===== src/rtl/stripe_write_scheduler_if.sv =====
// Lane handshakes, parity-calculator issue bus and status lines of the stripe write scheduler.
interface stripe_write_scheduler_if;
  logic        d0_valid;
  logic        d0_ready;
  logic [11:0] d0_data;
  logic [7:0]  d0_addr;
  logic        d1_valid;
  logic        d1_ready;
  logic [11:0] d1_data;
  logic [7:0]  d1_addr;
  logic        pc_enable;
  logic [11:0] pc_d0;
  logic [11:0] pc_d1;
  logic [7:0]  pc_addr;
  logic        wr_credit_return;
  logic        mismatch_err;
  logic        credit_err;
  logic        busy;

  modport master (
    output d0_valid, d0_data, d0_addr,
    output d1_valid, d1_data, d1_addr,
    output wr_credit_return,
    input  d0_ready, d1_ready,
    input  pc_enable, pc_d0, pc_d1, pc_addr,
    input  mismatch_err, credit_err, busy
  );

  modport slave (
    input  d0_valid, d0_data, d0_addr,
    input  d1_valid, d1_data, d1_addr,
    input  wr_credit_return,
    output d0_ready, d1_ready,
    output pc_enable, pc_d0, pc_d1, pc_addr,
    output mismatch_err, credit_err, busy
  );
endinterface


===== src/rtl/stripe_write_scheduler.sv =====
// Pairs words from two lane FIFOs by stripe address and issues credit-throttled strobes to the parity calculator.
// Define STRIPE_DEGRADED_WRITE_EN to issue a lone head with the missing lane zeroed after TIMEOUT idle cycles.
module stripe_write_scheduler #(
  parameter int FIFO_DEPTH = 4,
  parameter int CREDITS    = 2,
  parameter int TIMEOUT    = 15
) (
  input logic                     clk,
  input logic                     reset_n,
  stripe_write_scheduler_if.slave bus
);

  localparam int AW = $clog2(FIFO_DEPTH);
  localparam int CW = AW + 1;

  typedef enum logic [1:0] {IDLE, WAIT_PEER, DEGRADED} state_t;

  if (FIFO_DEPTH < 2 || (FIFO_DEPTH & (FIFO_DEPTH - 1)) != 0) begin : g_bad_depth
    $error("FIFO_DEPTH must be a power of two of at least 2");
  end
  if (CREDITS < 1 || CREDITS > 15) begin : g_bad_credits
    $error("CREDITS must lie in 1..15");
  end
  if (TIMEOUT < 1 || TIMEOUT > 255) begin : g_bad_timeout
    $error("TIMEOUT must lie in 1..255");
  end

  state_t        state;
  state_t        state_next;
  logic [19:0]   mem [2][FIFO_DEPTH];
  logic [AW-1:0] wr_ptr [2];
  logic [AW-1:0] rd_ptr [2];
  logic [CW-1:0] count [2];
  logic [19:0]   din [2];
  logic [7:0]    head_addr [2];
  logic [11:0]   head_data [2];
  logic [1:0]    valid;
  logic [1:0]    ready;
  logic [1:0]    push;
  logic [1:0]    pop;
  logic [1:0]    head_valid;
  logic [3:0]    credits;
  logic          issue;
  logic          drop;
  logic [11:0]   issue_d0;
  logic [11:0]   issue_d1;
  logic [7:0]    issue_addr;
  logic          pc_enable;
  logic [11:0]   pc_d0;
  logic [11:0]   pc_d1;
  logic [7:0]    pc_addr;
  logic          mismatch_err;
  logic          credit_err;
`ifdef STRIPE_DEGRADED_WRITE_EN
  logic [7:0]    timer;
`endif

  assign valid = {bus.d1_valid, bus.d0_valid};
  assign din[0] = {bus.d0_addr, bus.d0_data};
  assign din[1] = {bus.d1_addr, bus.d1_data};

  assign bus.d0_ready     = ready[0];
  assign bus.d1_ready     = ready[1];
  assign bus.pc_enable    = pc_enable;
  assign bus.pc_d0        = pc_d0;
  assign bus.pc_d1        = pc_d1;
  assign bus.pc_addr      = pc_addr;
  assign bus.mismatch_err = mismatch_err;
  assign bus.credit_err   = credit_err;
  assign bus.busy         = (|head_valid) || (state != IDLE);

  always_comb begin
    for (int i = 0; i < 2; i++) begin
      ready[i]      = reset_n && (count[i] != CW'(FIFO_DEPTH));
      push[i]       = valid[i] && ready[i];
      head_valid[i] = (count[i] != '0);
      head_addr[i]  = mem[i][rd_ptr[i]][19:12];
      head_data[i]  = mem[i][rd_ptr[i]][11:0];
    end
  end

  // Storage carries no reset: an empty FIFO never exposes its stale contents.
  always_ff @(posedge clk) begin
    for (int i = 0; i < 2; i++) begin
      if (push[i]) mem[i][wr_ptr[i]] <= din[i];
    end
  end

  always_ff @(posedge clk or negedge reset_n) begin
    if (!reset_n) begin
      for (int i = 0; i < 2; i++) begin
        wr_ptr[i] <= '0;
        rd_ptr[i] <= '0;
        count[i]  <= '0;
      end
    end else begin
      for (int i = 0; i < 2; i++) begin
        if (push[i]) wr_ptr[i] <= wr_ptr[i] + 1'b1;
        if (pop[i])  rd_ptr[i] <= rd_ptr[i] + 1'b1;
        if (push[i] && !pop[i])      count[i] <= count[i] + 1'b1;
        else if (!push[i] && pop[i]) count[i] <= count[i] - 1'b1;
      end
    end
  end

  // A pair of valid heads is always resolved first, whatever the state; the FSM only handles lone heads.
  always_comb begin
    state_next = state;
    pop        = '0;
    issue      = 1'b0;
    drop       = 1'b0;
    issue_d0   = '0;
    issue_d1   = '0;
    issue_addr = '0;
    if (&head_valid) begin
      state_next = IDLE;
      if (head_addr[0] == head_addr[1]) begin
        if (credits != '0) begin
          issue      = 1'b1;
          pop        = 2'b11;
          issue_d0   = head_data[0];
          issue_d1   = head_data[1];
          issue_addr = head_addr[0];
        end
      end else begin
        drop = 1'b1;
        pop  = (head_addr[0] < head_addr[1]) ? 2'b01 : 2'b10;
      end
    end else begin
      case (state)
        IDLE: begin
          if (|head_valid) state_next = WAIT_PEER;
        end
        WAIT_PEER: begin
          if (!(|head_valid)) state_next = IDLE;
`ifdef STRIPE_DEGRADED_WRITE_EN
          else if (timer == 8'(TIMEOUT) && credits != '0) state_next = DEGRADED;
`endif
        end
        DEGRADED: begin
`ifdef STRIPE_DEGRADED_WRITE_EN
          if (!(|head_valid)) begin
            state_next = IDLE;
          end else if (credits != '0) begin
            state_next = IDLE;
            issue      = 1'b1;
            if (head_valid[0]) begin
              pop        = 2'b01;
              issue_d0   = head_data[0];
              issue_addr = head_addr[0];
            end else begin
              pop        = 2'b10;
              issue_d1   = head_data[1];
              issue_addr = head_addr[1];
            end
          end
`else
          state_next = IDLE;
`endif
        end
        default: state_next = IDLE;
      endcase
    end
  end

`ifdef STRIPE_DEGRADED_WRITE_EN
  // Saturates at TIMEOUT so a credit-starved timeout is remembered until a slot frees up.
  always_ff @(posedge clk or negedge reset_n) begin
    if (!reset_n) begin
      timer <= '0;
    end else if (state != WAIT_PEER) begin
      timer <= '0;
    end else if (timer != 8'(TIMEOUT)) begin
      timer <= timer + 8'd1;
    end
  end
`endif

  always_ff @(posedge clk or negedge reset_n) begin
    if (!reset_n) begin
      state        <= IDLE;
      credits      <= 4'(CREDITS);
      credit_err   <= 1'b0;
      pc_enable    <= 1'b0;
      pc_d0        <= '0;
      pc_d1        <= '0;
      pc_addr      <= '0;
      mismatch_err <= 1'b0;
    end else begin
      state        <= state_next;
      pc_enable    <= issue;
      pc_d0        <= issue_d0;
      pc_d1        <= issue_d1;
      pc_addr      <= issue_addr;
      mismatch_err <= drop;
      if (issue && !bus.wr_credit_return) begin
        credits <= credits - 4'd1;
      end else if (!issue && bus.wr_credit_return) begin
        if (credits == 4'(CREDITS)) credit_err <= 1'b1;
        else                        credits    <= credits + 4'd1;
      end
    end
  end

endmodule

===== src/flat_wrapper.sv =====
// flat-port wrapper written by rule: the top's interface ports become plain ports
module stripe_write_scheduler_flat 
#(
  parameter int FIFO_DEPTH = 4,
  parameter int CREDITS    = 2,
  parameter int TIMEOUT    = 15
)
  (clk, reset_n, bus_d0_valid, bus_d0_data, bus_d0_addr, bus_d1_valid, bus_d1_data, bus_d1_addr, bus_wr_credit_return, bus_d0_ready, bus_d1_ready, bus_pc_enable, bus_pc_d0, bus_pc_d1, bus_pc_addr, bus_mismatch_err, bus_credit_err, bus_busy);
  stripe_write_scheduler_if bus_i ();
  input logic clk;
  input logic reset_n;
  input wire logic [$bits(bus_i.d0_valid)-1:0] bus_d0_valid;
  input wire logic [$bits(bus_i.d0_data)-1:0] bus_d0_data;
  input wire logic [$bits(bus_i.d0_addr)-1:0] bus_d0_addr;
  input wire logic [$bits(bus_i.d1_valid)-1:0] bus_d1_valid;
  input wire logic [$bits(bus_i.d1_data)-1:0] bus_d1_data;
  input wire logic [$bits(bus_i.d1_addr)-1:0] bus_d1_addr;
  input wire logic [$bits(bus_i.wr_credit_return)-1:0] bus_wr_credit_return;
  output wire logic [$bits(bus_i.d0_ready)-1:0] bus_d0_ready;
  output wire logic [$bits(bus_i.d1_ready)-1:0] bus_d1_ready;
  output wire logic [$bits(bus_i.pc_enable)-1:0] bus_pc_enable;
  output wire logic [$bits(bus_i.pc_d0)-1:0] bus_pc_d0;
  output wire logic [$bits(bus_i.pc_d1)-1:0] bus_pc_d1;
  output wire logic [$bits(bus_i.pc_addr)-1:0] bus_pc_addr;
  output wire logic [$bits(bus_i.mismatch_err)-1:0] bus_mismatch_err;
  output wire logic [$bits(bus_i.credit_err)-1:0] bus_credit_err;
  output wire logic [$bits(bus_i.busy)-1:0] bus_busy;
  assign bus_i.d0_valid = bus_d0_valid;
  assign bus_i.d0_data = bus_d0_data;
  assign bus_i.d0_addr = bus_d0_addr;
  assign bus_i.d1_valid = bus_d1_valid;
  assign bus_i.d1_data = bus_d1_data;
  assign bus_i.d1_addr = bus_d1_addr;
  assign bus_i.wr_credit_return = bus_wr_credit_return;
  assign bus_d0_ready = bus_i.d0_ready;
  assign bus_d1_ready = bus_i.d1_ready;
  assign bus_pc_enable = bus_i.pc_enable;
  assign bus_pc_d0 = bus_i.pc_d0;
  assign bus_pc_d1 = bus_i.pc_d1;
  assign bus_pc_addr = bus_i.pc_addr;
  assign bus_mismatch_err = bus_i.mismatch_err;
  assign bus_credit_err = bus_i.credit_err;
  assign bus_busy = bus_i.busy;
  stripe_write_scheduler #(.FIFO_DEPTH(FIFO_DEPTH), .CREDITS(CREDITS), .TIMEOUT(TIMEOUT)) u_core (.clk(clk), .reset_n(reset_n), .bus(bus_i));
endmodule

===== config.mk =====
export PLATFORM = sky130hd
export DESIGN_NAME = stripe_write_scheduler_flat
export DESIGN_NICKNAME = d
export VERILOG_FILES = /design/src/rtl/stripe_write_scheduler_if.sv /design/src/rtl/stripe_write_scheduler.sv /design/src/flat_wrapper.sv
export SDC_FILE = /design/constraint.sdc
export NUM_CORES = 1
export LEC_CHECK = 0
export ABC_AREA = 1
export CORE_MARGIN = 5
export CORE_UTILIZATION = 57
export DETAILED_ROUTE_END_ITERATION = 16
export PLACE_DENSITY = 0.84
export SLEW_MARGIN = 25
export SYNTH_ARGS = -nofsm -noshare
export SYNTH_HDL_FRONTEND = slang
export SYNTH_SLANG_ARGS = --single-unit

===== constraint.sdc =====
create_clock -name clk -period 3.8 [get_ports clk]
set_input_delay 1.14 -clock clk [delete_from_list [all_inputs] [get_ports clk]]
set_output_delay 1.14 -clock clk [all_outputs]
set_load 0.03 [all_outputs]

==> impl_results.rst, run 1 <==
.. list-table::
   :header-rows: 1

   * - Metric
     - Value
   * - Result of the run
     - complete, no violations
   * - Buffer count from post-CTS setup fixing
     - 0
   * - Antenna Cells
     - 0
   * - Area inside the core boundary
     - 0.0146 sq mm
   * - Setup repair after global routing missed its margin
     - false
   * - Count of nets after finishing
     - 833
   * - Max-slew violation count
     - 0
   * - Worst hold margin
     - 0.476 ns
   * - Worst max-slew margin expressed relative to the limit
     - 49.1%
   * - Die X-Extent
     - 132 um
   * - Remaining DRCs
     - 0
   * - Design Power
     - 7.48 mW
   * - End point of the critical path
     - u_core.count[2]$_DFFE_PN0P_
   * - Pre-Repair DR Iteration Count
     - 5
   * - Fraction of post-synthesis cell area in the top cell type by area
     - 56.4%
   * - Maximum root-to-sink buffer count
     - 3
   * - IR drop worst, VDD
     - 0.525 mV
   * - Number of fill cells in the layout
     - 897
   * - Critical R2R Capture
     - u_core.count[2]$_DFFE_PN0P_
   * - # hold bufs at CTS
     - 0
   * - TritonCTS clock tree
     - yes
   * - Effective utilization at floorplan
     - 58.4%
   * - Final ANT Viol Nets
     - 0
   * - Critical Path RT
     - 4.16 ns
   * - CP Launch Type
     - flip-flop
   * - Die Ht
     - 132 um
   * - Cell count after placement
     - 924
   * - Quantity of gates resized following cts
     - 0
   * - Commonest non-fill, non-tap cells in the layout
     - 160 x sky130_fd_sc_hd__edfxtp_1, 123 x sky130_fd_sc_hd__nor2_1, 79 x sky130_fd_sc_hd__clkdlybuf4s50_1, 72 x sky130_fd_sc_hd__nand2_1, 59 x sky130_fd_sc_hd__o21ai_0
   * - Final Instance Area
     - 0.0102 sq mm
   * - Final clock skew
     - 0.0124 ns
   * - Clock-pin slew reported for the worst setup and hold paths after clock tree synthesis
     - 0.06 ns
   * - Synth cell types
     - 31
   * - Type of the worst min-delay path
     - flip-flop to flip-flop
   * - Post-layout util
     - 70.0%
   * - Net switching power of the design
     - 2.65 mW
   * - Reg2Reg Launch Point
     - u_core.rd_ptr[0]$_DFFE_PN0P_
   * - Proportion of layout cells with a drive suffix above 1
     - 9.51%
   * - Violation count after the first detailed-route iteration
     - 600
   * - Switching share of power
     - 35.4%
   * - Combinational fraction of design power
     - 33.9%
   * - Leading cell type in the layout, fill and taps excluded
     - sky130_fd_sc_hd__edfxtp_1
   * - Total power divided by cell area
     - 732 mW/mm^2
   * - Register-to-register path setup slack
     - 0.31 ns
   * - Root Buffer Master
     - sky130_fd_sc_hd__clkbuf_16
   * - Number of vias in the routed layout
     - 5415
   * - Launch point of the critical path
     - u_core.rd_ptr[0]$_DFFE_PN0P_
   * - Seq/Total Area, Yosys
     - 72.2%
   * - Routability-driven placement congestion ratio
     - 0.789
   * - Post-layout minimum cycle time
     - 3.49 ns
   * - Internal power
     - 4.83 mW
   * - H-Tree Depth
     - 1
   * - Layout Area Growth over Synthesis
     - 19.8%
   * - TNS Setup
     - 0 ns
   * - Die area
     - 0.0175 sq mm
   * - Setup slack of the critical path after layout
     - 0.309 ns
   * - First-pass GRT wire length
     - 29.2 mm
   * - Final hold violation count
     - 0
   * - Area post-placement
     - 0.00955 sq mm
   * - Final worst-path cycle share
     - 91.9%
   * - Startpoint of the most critical hold path
     - u_core.bus.credit_err$_DFFE_PN0P_
   * - Post-Syn Area
     - 0.00853 sq mm
   * - Arrival time at the worst endpoint
     - 3.85 ns
   * - Flop and latch count out of synthesis
     - 214
   * - Length in cells of the worst reg-to-reg path
     - 16
   * - Syn_nets
     - 743
   * - Class of the most critical setup path
     - flip-flop to flip-flop
   * - Largest area contributor in the netlist
     - sky130_fd_sc_hd__edfxtp_1
   * - Clock group share of total power
     - 26.2%
   * - Worst slack at placement
     - 0.371 ns
   * - Sum of routed wire length over all layers
     - 18.4 mm
   * - Highest Clock Rate
     - 286 MHz
   * - Io pins
     - 83
   * - Clock sink count
     - 214
   * - Count of input and output buffers
     - 82
   * - Top post-synthesis cells by area
     - sky130_fd_sc_hd__edfxtp_1 56%, sky130_fd_sc_hd__dfrtp_1 16%, sky130_fd_sc_hd__nor2_1 5.8%, sky130_fd_sc_hd__o21ai_0 3.5%, sky130_fd_sc_hd__ha_1 3.2%
   * - Count of standard-cell rows
     - 44
   * - Final setup vio count
     - 0
   * - Part of the total power dissipated in sequential elements
     - 40.0%
   * - HPWL after DPL
     - 11.2 mm
   * - Vias per cell
     - 5.63
   * - Biggest fanout along the worst timing path
     - 42
   * - Synthesized area divided by synthesized cell count
     - 12.7 sq um
   * - Cell count after synthesis
     - 673
   * - Worst-Skew Late Latency
     - 0.49 ns
   * - Total grt overflow
     - 0
   * - Leak Pwr
     - 3.94 nW
   * - Number of global-route vias before repair
     - 5754
   * - Number of warning messages in the yosys log
     - 0
   * - CP Capture Type
     - flip-flop
   * - Initial antenna violation count
     - 0
   * - Non-filler instance count after layout
     - 962
   * - Total global routing track utilization
     - 20.7%
   * - Worst Max-Slew Pin Slew
     - 0.763 ns
   * - Largest net degree at the start of global routing
     - 55
   * - Number of buffers created by CTS
     - 21
   * - Average wire length per cell after detail routing
     - 19.1 um
   * - Max-cap violations
     - 0
[layer usage]
layer / wire length, um / track usage (%) / vias up
met5: 0 / 0 / -
met3: 1180 / 3.63 / 39
met1: 7140 / 26.4 / 2669
li1: - / - / 2501
met2: 9620 / 36.4 / 206
met4: 461 / 6.79 / 0
[synthesized netlist by cell type (all sizes together)]
library cell,number
nand4,4
xnor2,4
o22ai,1
dfrtp,53
clkbuf,7
dfstp,1
a21o,1
edfxtp,160
o21ai,59
a21oi,48
nand2,77
buf,22
nand3,9
ha,22
a31oi,2
nor2,133
fa,3
a32o,13
xor2,6
inv,48
[logic make-up after synthesis]
kind of cell / after synthesis / synth area share [%]
AND/OR/NAND/NOR: 223 / 10.6
flip-flops: 214 / 72.2
AO/OA/AOI/OAI: 124 / 8.16
buffers and inverters: 77 / 4.07
adder cells (fa/ha/maj): 25 / 3.93
XOR/XNOR: 10 / 1.03
[state kept, by name, summed over array words and instances, names as in the netlist]
name                     count
u_core.mem                 160
u_core.bus.pc_d0            12
u_core.bus.pc_d1            12
u_core.bus.pc_addr           8
u_core.count                 6
u_core.credits               4
u_core.rd_ptr                4
u_core.wr_ptr                4
u_core.bus.credit_err        1
u_core.bus.mismatch_err      1
u_core.bus.pc_enable         1
u_core.state                 1
[final cells by class]
type                            count  area [sq um]  area share (%)
Sequential cell                   214          6160            60.3
Tap cell                          184           230            2.25
Clock buffer                       32           617            6.04
Inverter                           48           183            1.79
Timing Repair Buffer               96           941            9.21
Clock inverter                      6          41.3           0.404
Multi-Input combinational cell    382          2040            20.0
[power groups by stage]
stage	Combinational (mW)	Clock (mW)	Sequential (mW)
after floorplan	1.80	0	3.03
after global placement	2.29	0	3.01
after detailed placement	2.49	0	3.03
after CTS	2.53	1.98	2.99
after global routing	2.82	2.09	3.01
final	2.53	1.96	2.99
[worst max-delay path, cell delays in order (launching register included)]
cell and delay, ns:
sky130_fd_sc_hd__dfrtp_1 0.39, sky130_fd_sc_hd__inv_2 0.49, sky130_fd_sc_hd__nand2_1 0.12, sky130_fd_sc_hd__a32o_1 0.27, sky130_fd_sc_hd__ha_1 0.29, sky130_fd_sc_hd__nand2_1 0.05, sky130_fd_sc_hd__inv_1 0.07, sky130_fd_sc_hd__nand2_2 0.07
sky130_fd_sc_hd__nor2_4 0.19, sky130_fd_sc_hd__nand2_1 0.15, sky130_fd_sc_hd__nand3_1 0.17, sky130_fd_sc_hd__ha_1 0.17, sky130_fd_sc_hd__inv_1 0.07, sky130_fd_sc_hd__fa_1 0.39, sky130_fd_sc_hd__a21oi_1 0.17, sky130_fd_sc_hd__o21ai_0 0.12
sky130_fd_sc_hd__xor2_1 0.16
[worst min path at each step]
stage | to | cells past startpoint | slack [ns]
5_1_grt | u_core.bus.credit_err$_DFFE_PN0P_ | 1 | 0.50
6_report | u_core.bus.credit_err$_DFFE_PN0P_ | 1 | 0.48
2_1_floorplan | u_core.credits[0]$_DFFE_PN0P_ | 1 | 0.46
4_1_cts | u_core.bus.credit_err$_DFFE_PN0P_ | 1 | 0.47
3_3_place_gp | u_core.bus.credit_err$_DFFE_PN0P_ | 1 | 0.46
3_5_place_dp | u_core.bus.credit_err$_DFFE_PN0P_ | 1 | 0.46
(Power assumes the default switching activity.)
==> inputs of run 2 (changes only) <==
Settings changed: SETUP_SLACK_MARGIN set to 0.15.
==> run 2 against run 1 <==
- non-clock buffer count stayed put
- critical path type unchanged
- register-to-register slack better by 0.097 ns
- sequential share of layout area decreased by 0.067 points
- highest routed layer unchanged
- sequential cell count did not move
- critical endpoint unchanged
- die area is the same
- utilization rose by 0.077 points
==> impl_results.rst, run 2 (synthesized netlist as in run 1, its figures left out) <==
.. list-table::
   :header-rows: 1

   * - Metric
     - Value
   * - Result of the run
     - complete, no violations
   * - Io pins
     - 83 (unchanged)
   * - Average wire length per cell after detail routing
     - 19.1 um (about the same)
   * - Initial antenna violation count
     - 0 (unchanged)
   * - HPWL after DPL
     - 11.2 mm (unchanged)
   * - Root Buffer Master
     - sky130_fd_sc_hd__clkbuf_16
   * - Area inside the core boundary
     - 0.0146 sq mm (unchanged)
   * - Area post-placement
     - 0.00955 sq mm (unchanged)
   * - Storage element area
     - 0.00616 sq mm (unchanged)
   * - Type of the worst min-delay path
     - flip-flop to flip-flop
   * - Setup slack of the critical path after layout
     - 0.406 ns (+0.0967 ns)
   * - H-Tree Depth
     - 1 (unchanged)
   * - Number of vias in the routed layout
     - 5444 (+0.54%)
   * - Launch point of the critical path
     - u_core.rd_ptr[0]$_DFFE_PN0P_
   * - Final ANT Viol Nets
     - 0 (unchanged)
   * - Number of buffers created by CTS
     - 21 (unchanged)
   * - Reg2Reg Launch Point
     - u_core.rd_ptr[0]$_DFFE_PN0P_
   * - Sum of routed wire length over all layers
     - 18.4 mm (about the same)
   * - TritonCTS clock tree
     - yes
   * - Vias per cell
     - 5.66 (+0.54%)
   * - Max FFs per register
     - 160 (unchanged)
   * - Highest Clock Rate
     - 295 MHz (+2.8%)
   * - Remaining DRCs
     - 0 (unchanged)
   * - Multi-input logic area
     - 0.00204 sq mm (unchanged)
   * - CP Capture Type
     - flip-flop
   * - Largest net degree at the start of global routing
     - 55 (unchanged)
   * - Final Instance Area
     - 0.0102 sq mm (+0.11%)
   * - Worst-Skew Late Latency
     - 0.50 ns (about the same)
   * - CP Launch Type
     - flip-flop
   * - Maximum root-to-sink buffer count
     - 3 (unchanged)
   * - Biggest fanout along the worst timing path
     - 41 (-2.4%)
   * - Max-slew violation count
     - 0 (unchanged)
   * - Setup repair after global routing missed its margin
     - false
   * - Total grt overflow
     - 0 (unchanged)
   * - Total power divided by cell area
     - 733 mW/mm^2 (about the same)
   * - Max-cap violations
     - 0 (unchanged)
   * - Pre-Repair DR Iteration Count
     - 5 (unchanged)
   * - Final hold violation count
     - 0 (unchanged)
   * - Worst max-slew margin expressed relative to the limit
     - 48.8% (-0.29 points)
   * - Layout Area Growth over Synthesis
     - 19.9%
   * - Antenna Cells
     - 0 (unchanged)
   * - Routability-driven placement congestion ratio
     - 0.789 (unchanged)
   * - Clock-pin slew reported for the worst setup and hold paths after clock tree synthesis
     - 0.06 ns (about the same)
   * - Count of standard-cell rows
     - 44 (unchanged)
   * - Total global routing track utilization
     - 20.7% (unchanged)
   * - Number of fill cells in the layout
     - 892 (-0.56%)
   * - Worst Max-Slew Pin Slew
     - 0.768 ns (+0.00432 ns)
   * - Class of the most critical setup path
     - flip-flop to flip-flop
   * - Final worst-path cycle share
     - 89.3% (-2.5 points)
   * - Leading cell type in the layout, fill and taps excluded
     - sky130_fd_sc_hd__edfxtp_1
   * - Die X-Extent
     - 132 um (unchanged)
   * - Clock sink count
     - 214 (unchanged)
   * - Proportion of layout cells with a drive suffix above 1
     - 9.51% (unchanged)
   * - Startpoint of the most critical hold path
     - u_core.bus.credit_err$_DFFE_PN0P_
   * - Number of global-route vias before repair
     - 5754 (unchanged)
   * - Count of nets after finishing
     - 833 (unchanged)
   * - Commonest non-fill, non-tap cells in the layout
     - 160 x sky130_fd_sc_hd__edfxtp_1, 123 x sky130_fd_sc_hd__nor2_1, 79 x sky130_fd_sc_hd__clkdlybuf4s50_1, 72 x sky130_fd_sc_hd__nand2_1, 59 x sky130_fd_sc_hd__o21ai_0
   * - IR drop worst, VDD
     - 0.520 mV (-0.79%)
   * - Die Ht
     - 132 um (unchanged)
   * - Worst slack at placement
     - 0.371 ns (unchanged)
   * - Critical Path RT
     - 4.16 ns (about the same)
   * - Arrival time at the worst endpoint
     - 3.76 ns (-0.09 ns)
   * - TNS Setup
     - 0 ns (unchanged)
   * - Violation count after the first detailed-route iteration
     - 617 (+2.8%)
   * - Post-layout minimum cycle time
     - 3.39 ns (-0.0967 ns)
   * - Final setup vio count
     - 0 (unchanged)
   * - Die area
     - 0.0175 sq mm (unchanged)
   * - Count of input and output buffers
     - 82 (unchanged)
   * - First-pass GRT wire length
     - 29.2 mm (unchanged)
   * - Leak Pwr
     - 3.94 nW (about the same)
   * - Final clock skew
     - 0.0111 ns (-0.00136 ns)
   * - Effective utilization at floorplan
     - 58.4% (unchanged)
run 2: worst paths after layout:
path                                                      to  slack, ns  depth (start not counted)
setup / recovery                 u_core.count[2]$_DFFE_PN0P_       0.41                         15
hold / removal             u_core.bus.credit_err$_DFFE_PN0P_       0.48                          1
setup reg to reg                 u_core.count[2]$_DFFE_PN0P_       0.41                         15
hold reg to reg            u_core.bus.credit_err$_DFFE_PN0P_       0.48                          1
max in group asynchronous      u_core.credits[3]$_DFFE_PN0P_       2.47                          2
min in group asynchronous      u_core.bus.pc_d1[8]$_DFF_PN0_       0.82                          2
run 2: through the flow:
stage / hold slack [ns] / cells / util, % / power (mW)
5_1_grt: 0.499 / 962 / 70.1 / 7.93
3_5_place_dp: 0.458 / 924 / 65.5 / 5.52
2_1_floorplan: 0.462 / 673 / - / 4.83
6_report: 0.476 / 962 / 70.1 / 7.49
4_1_cts: 0.475 / 962 / 70.0 / 7.50
3_3_place_gp: 0.456 / 924 / 65.5 / 5.30
run 2: timing repair:
item                                   4_1_cts  5_1_grt
resized for setup                            0        7
endpoints found under the hold margin        0        0
setup endpoints to repair                    0        2
hold buffers                                 0        0
setup buffers                                0        0
run 2: where the power goes:
group	switching, mW	internal, mW	leakage (nW)
Clock	0.830	1.13	0.317
Sequential	0.144	2.85	2.16
Combinational	1.68	0.861	1.47
run 2: critical path, cell delays in order, from the launching register on:
cell                      delay (ns)
sky130_fd_sc_hd__dfrtp_1        0.39
sky130_fd_sc_hd__buf_4          0.41
sky130_fd_sc_hd__o21ai_0        0.20
sky130_fd_sc_hd__o22ai_1        0.30
sky130_fd_sc_hd__ha_1           0.30
sky130_fd_sc_hd__nand4_1        0.14
sky130_fd_sc_hd__nor2_4         0.07
sky130_fd_sc_hd__nor2_1         0.12
sky130_fd_sc_hd__nand2_2        0.11
sky130_fd_sc_hd__nand3_1        0.14
sky130_fd_sc_hd__ha_1           0.17
sky130_fd_sc_hd__inv_1          0.07
sky130_fd_sc_hd__fa_1           0.39
sky130_fd_sc_hd__a21oi_1        0.17
sky130_fd_sc_hd__o21ai_0        0.12
sky130_fd_sc_hd__xor2_1         0.16
run 2: per-layer routing:
metal	part of all wire, %	GRT usage (%)	wire, um	up-vias
met5	0	0	0	-
met1	39	26.4	7150	2664
li1	-	-	-	2503
met2	52	36.4	9650	237
met3	6.2	3.63	1140	40
met4	2.5	6.79	463	0
run 2: final cells by class:
cell class	instances	share of cell area (%)
Clock buffer	32	6.03
Clock inverter	6	0.404
Inverter	48	1.86
Multi-Input combinational cell	382	20.0
Sequential cell	214	60.2
Tap cell	184	2.25
Timing Repair Buffer	96	9.24
==> edit: new RTL, settings of run 2 <==
Add a define of `STRIPE_DEGRADED_WRITE_EN`.
--- a/src/rtl/stripe_write_scheduler.sv
+++ b/src/rtl/stripe_write_scheduler.sv
@@ -1,5 +1,7 @@
 // Pairs words from two lane FIFOs by stripe address and issues credit-throttled strobes to the parity calculator.
 // Define STRIPE_DEGRADED_WRITE_EN to issue a lone head with the missing lane zeroed after TIMEOUT idle cycles.
+`define STRIPE_DEGRADED_WRITE_EN
+
 module stripe_write_scheduler #(
   parameter int FIFO_DEPTH = 4,
   parameter int CREDITS    = 2,
Check against the original RTL: same outputs for any inputs over 4 cycles, from zero or initial values and one cycle with reset_n low; that may be too few to reach the edited logic, so the function may still have changed.
==> edit against run 2 <==
- power up 8.9%
- synthesized cell count is 14% higher
- count of clock-buffer cells in the layout decreased by 3
- design area grew 9.0%
- setup slack improved by 0.093 ns
- synthesized area is 8.5% higher
- worst hold slack lost 0.020 ns
- sequential cell count rose by 9
- routed wire length up 2.2%
- final cell count grew 14%
==> edit: results (changes against run 2) <==
* Status: complete, no violations
* DRT iter0 DRCs at 408 (-34%)
* Via density at 5.44 (-3.9%)
* Worst vdd ir at 0.370 mV (-29%)
* Final Non-Filler Cells at 1,098 (+14%)
* Type of the worst min-delay path: reg2reg
* Clock latency on the worst-skew pair at 0.50 ns (about the same)
* Area contributors post-synth: edfxtp_1 52%, dfrtp_1 17%, nor2_1 5.1%, nand2_1 3.8%, o21ai_0 3.8%
* Ys flop type: edfxtp_1
* # diodes at 0 (unchanged)
* Total power at 8.15 mW (+8.9%)
* Dpl hpwl at 11.7 mm (+3.8%)
* Synth top cells by count: 160 x edfxtp_1, 126 x nor2_1, 94 x nand2_1, 70 x o21ai_0, 62 x dfrtp_1
* CP max FO at 11 (-73%)
* Routed len/inst at 17.1 um (-10%)
* Global-route usage over all layers at 20.8% (+0.033 points)
* Seq/Total Area, Yosys at 69.0% (-3.2 points)
* Unique masters post-synth at 40 (+29%)
* Post-Place Cells at 1,056 (+14%)
* CTS buffer count at 23 (+9.5%)
* Initial antenna violation count at 0 (unchanged)
* Max reg flops at 160 (unchanged)
* GPL Wtd Cong at 0.807 (+2.3%)
* Ys async rst share at 28.3% (+3.0 points)
* Lkg Pwr at 4.35 nW (+10%)
* First-pass GRT wire length at 30.5 mm (+4.3%)
* Syn_area_per_cell at 12.1 um^2 (-4.6%)
* Share of cells above drive strength 1 at 12.2% (+2.7 points)
* Clock buffer depth at 3 (unchanged)
* Clock Tree Root: clkbuf_16
* Post-DP Area at 10,400 um^2 (+8.4%)
* H-tree depth at 1 (unchanged)
* Vias in the first global route at 6,161 (+7.1%)
* Slew headroom at 44.0% (-4.8 points)
* Switching pwr at 2.87 mW (+8.2%)
* I/O Buffers at 82 (unchanged)
* Clock skew at 0.0116 ns (+0.000538 ns)
* Clk slew on worst S/H paths at 0.06 ns (about the same)
* First-pass detailed-route iteration total at 5 (unchanged)
* Post-synth EDFFs at 160 (unchanged)
* Syn_nets at 839 (+13%)
* Worst Path Arrival at 3.68 ns (-0.08 ns)
* Largest net degree at the start of global routing at 64 (+16%)
* Nets at 939 (+13%)
* Yosys Warn Count at 0 (unchanged)
## edit: final cells by class
| class | instances | area (um^2) |
|---|---|---|
| clock inverters | 12 | 145 |
| multi-input cells | 450 | 2500 |
| inverters | 65 | 244 |
| clock buffers | 29 | 629 |
| flip-flops and latches | 223 | 6380 |
| repair buffers | 103 | 971 |
| well taps | 216 | 270 |
| fillers | 1038 | 4740 |
## edit: layer usage
layer | vias to the layer above | part of all wire [%] | global-route usage [%]
met5 | - | 0 | 0
met4 | 0 | 3.0 | 8.09
met3 | 44 | 7.1 | 3.98
met2 | 232 | 50 | 34.9
met1 | 2873 | 40 | 26.9
li1 | 2822 | - | -
## edit: power by group through the flow
stage / Clock (mW) / Sequential [mW] / Combinational (mW)
after CTS: 2.30 / 3.12 / 2.77
after global placement: 0 / 3.14 / 2.60
after detailed placement: 0 / 3.16 / 2.71
after floorplan: 0 / 3.17 / 1.97
final: 2.27 / 3.12 / 2.76
after global routing: 2.40 / 3.15 / 3.12
## edit: final timing paths
path                                             from                    end  slack (ns)  cells past startpoint
max in group asynchronous                     reset_n      u_core.credits[0]        2.34                      2
worst max register to register       u_core.rd_ptr[1]        u_core.count[5]        0.50                     18
worst min-delay path            u_core.bus.credit_err  u_core.bus.credit_err        0.46                      1
min in group asynchronous                     reset_n    u_core.bus.pc_d0[1]        0.90                      2
worst max-delay path                 u_core.rd_ptr[1]        u_core.count[5]        0.50                     18
worst min register to register  u_core.bus.credit_err  u_core.bus.credit_err        0.46                      1
## edit: cell families (layout without fill, tap and decap cells)
family	after synthesis	count (layout)	share of synthesized area, %
AO/OA/AOI/OAI	138	138	9.19
multiplexers	1	1	0.122
AND/OR/NAND/NOR	271	271	12.4
buffers and inverters	93	209	4.16
flip-flops	223	223	69.0
XOR/XNOR	12	12	1.14
adder cells (fa/ha/maj)	28	28	4.03
## edit: per-stage QoR
step	setup WS, ns	utilization, %	hold WS, ns
3_5_place_dp	0.171	65.2	0.452
3_3_place_gp	0.335	65.2	0.441
5_1_grt	0.216	70.1	0.484
4_1_cts	0.167	70.1	0.466
2_1_floorplan	0.464	-	0.462
6_report	0.499	70.1	0.456
## edit: worst max-delay path: stages, from the launching register on
cell and delay, ns:
dfrtp_1 0.38, inv_1 0.29, o21ai_0 0.17, o22a_1 0.22
ha_1 0.31, nand2_2 0.07, nor2_4 0.17, nand2_1 0.07
nand2_1 0.09, nand2_1 0.06, nand2_1 0.11, nand2_1 0.11
inv_1 0.07, ha_1 0.14, inv_1 0.07, fa_1 0.43
a21oi_1 0.14, o21ai_0 0.11, xor2_1 0.15
## edit: timing repair
| action | in CTS | in global routing |
|---|---|---|
| resized for setup | 0 | 1 |
| setup endpoints to repair | 0 | 3 |
| setup buffers | 0 | 1 |
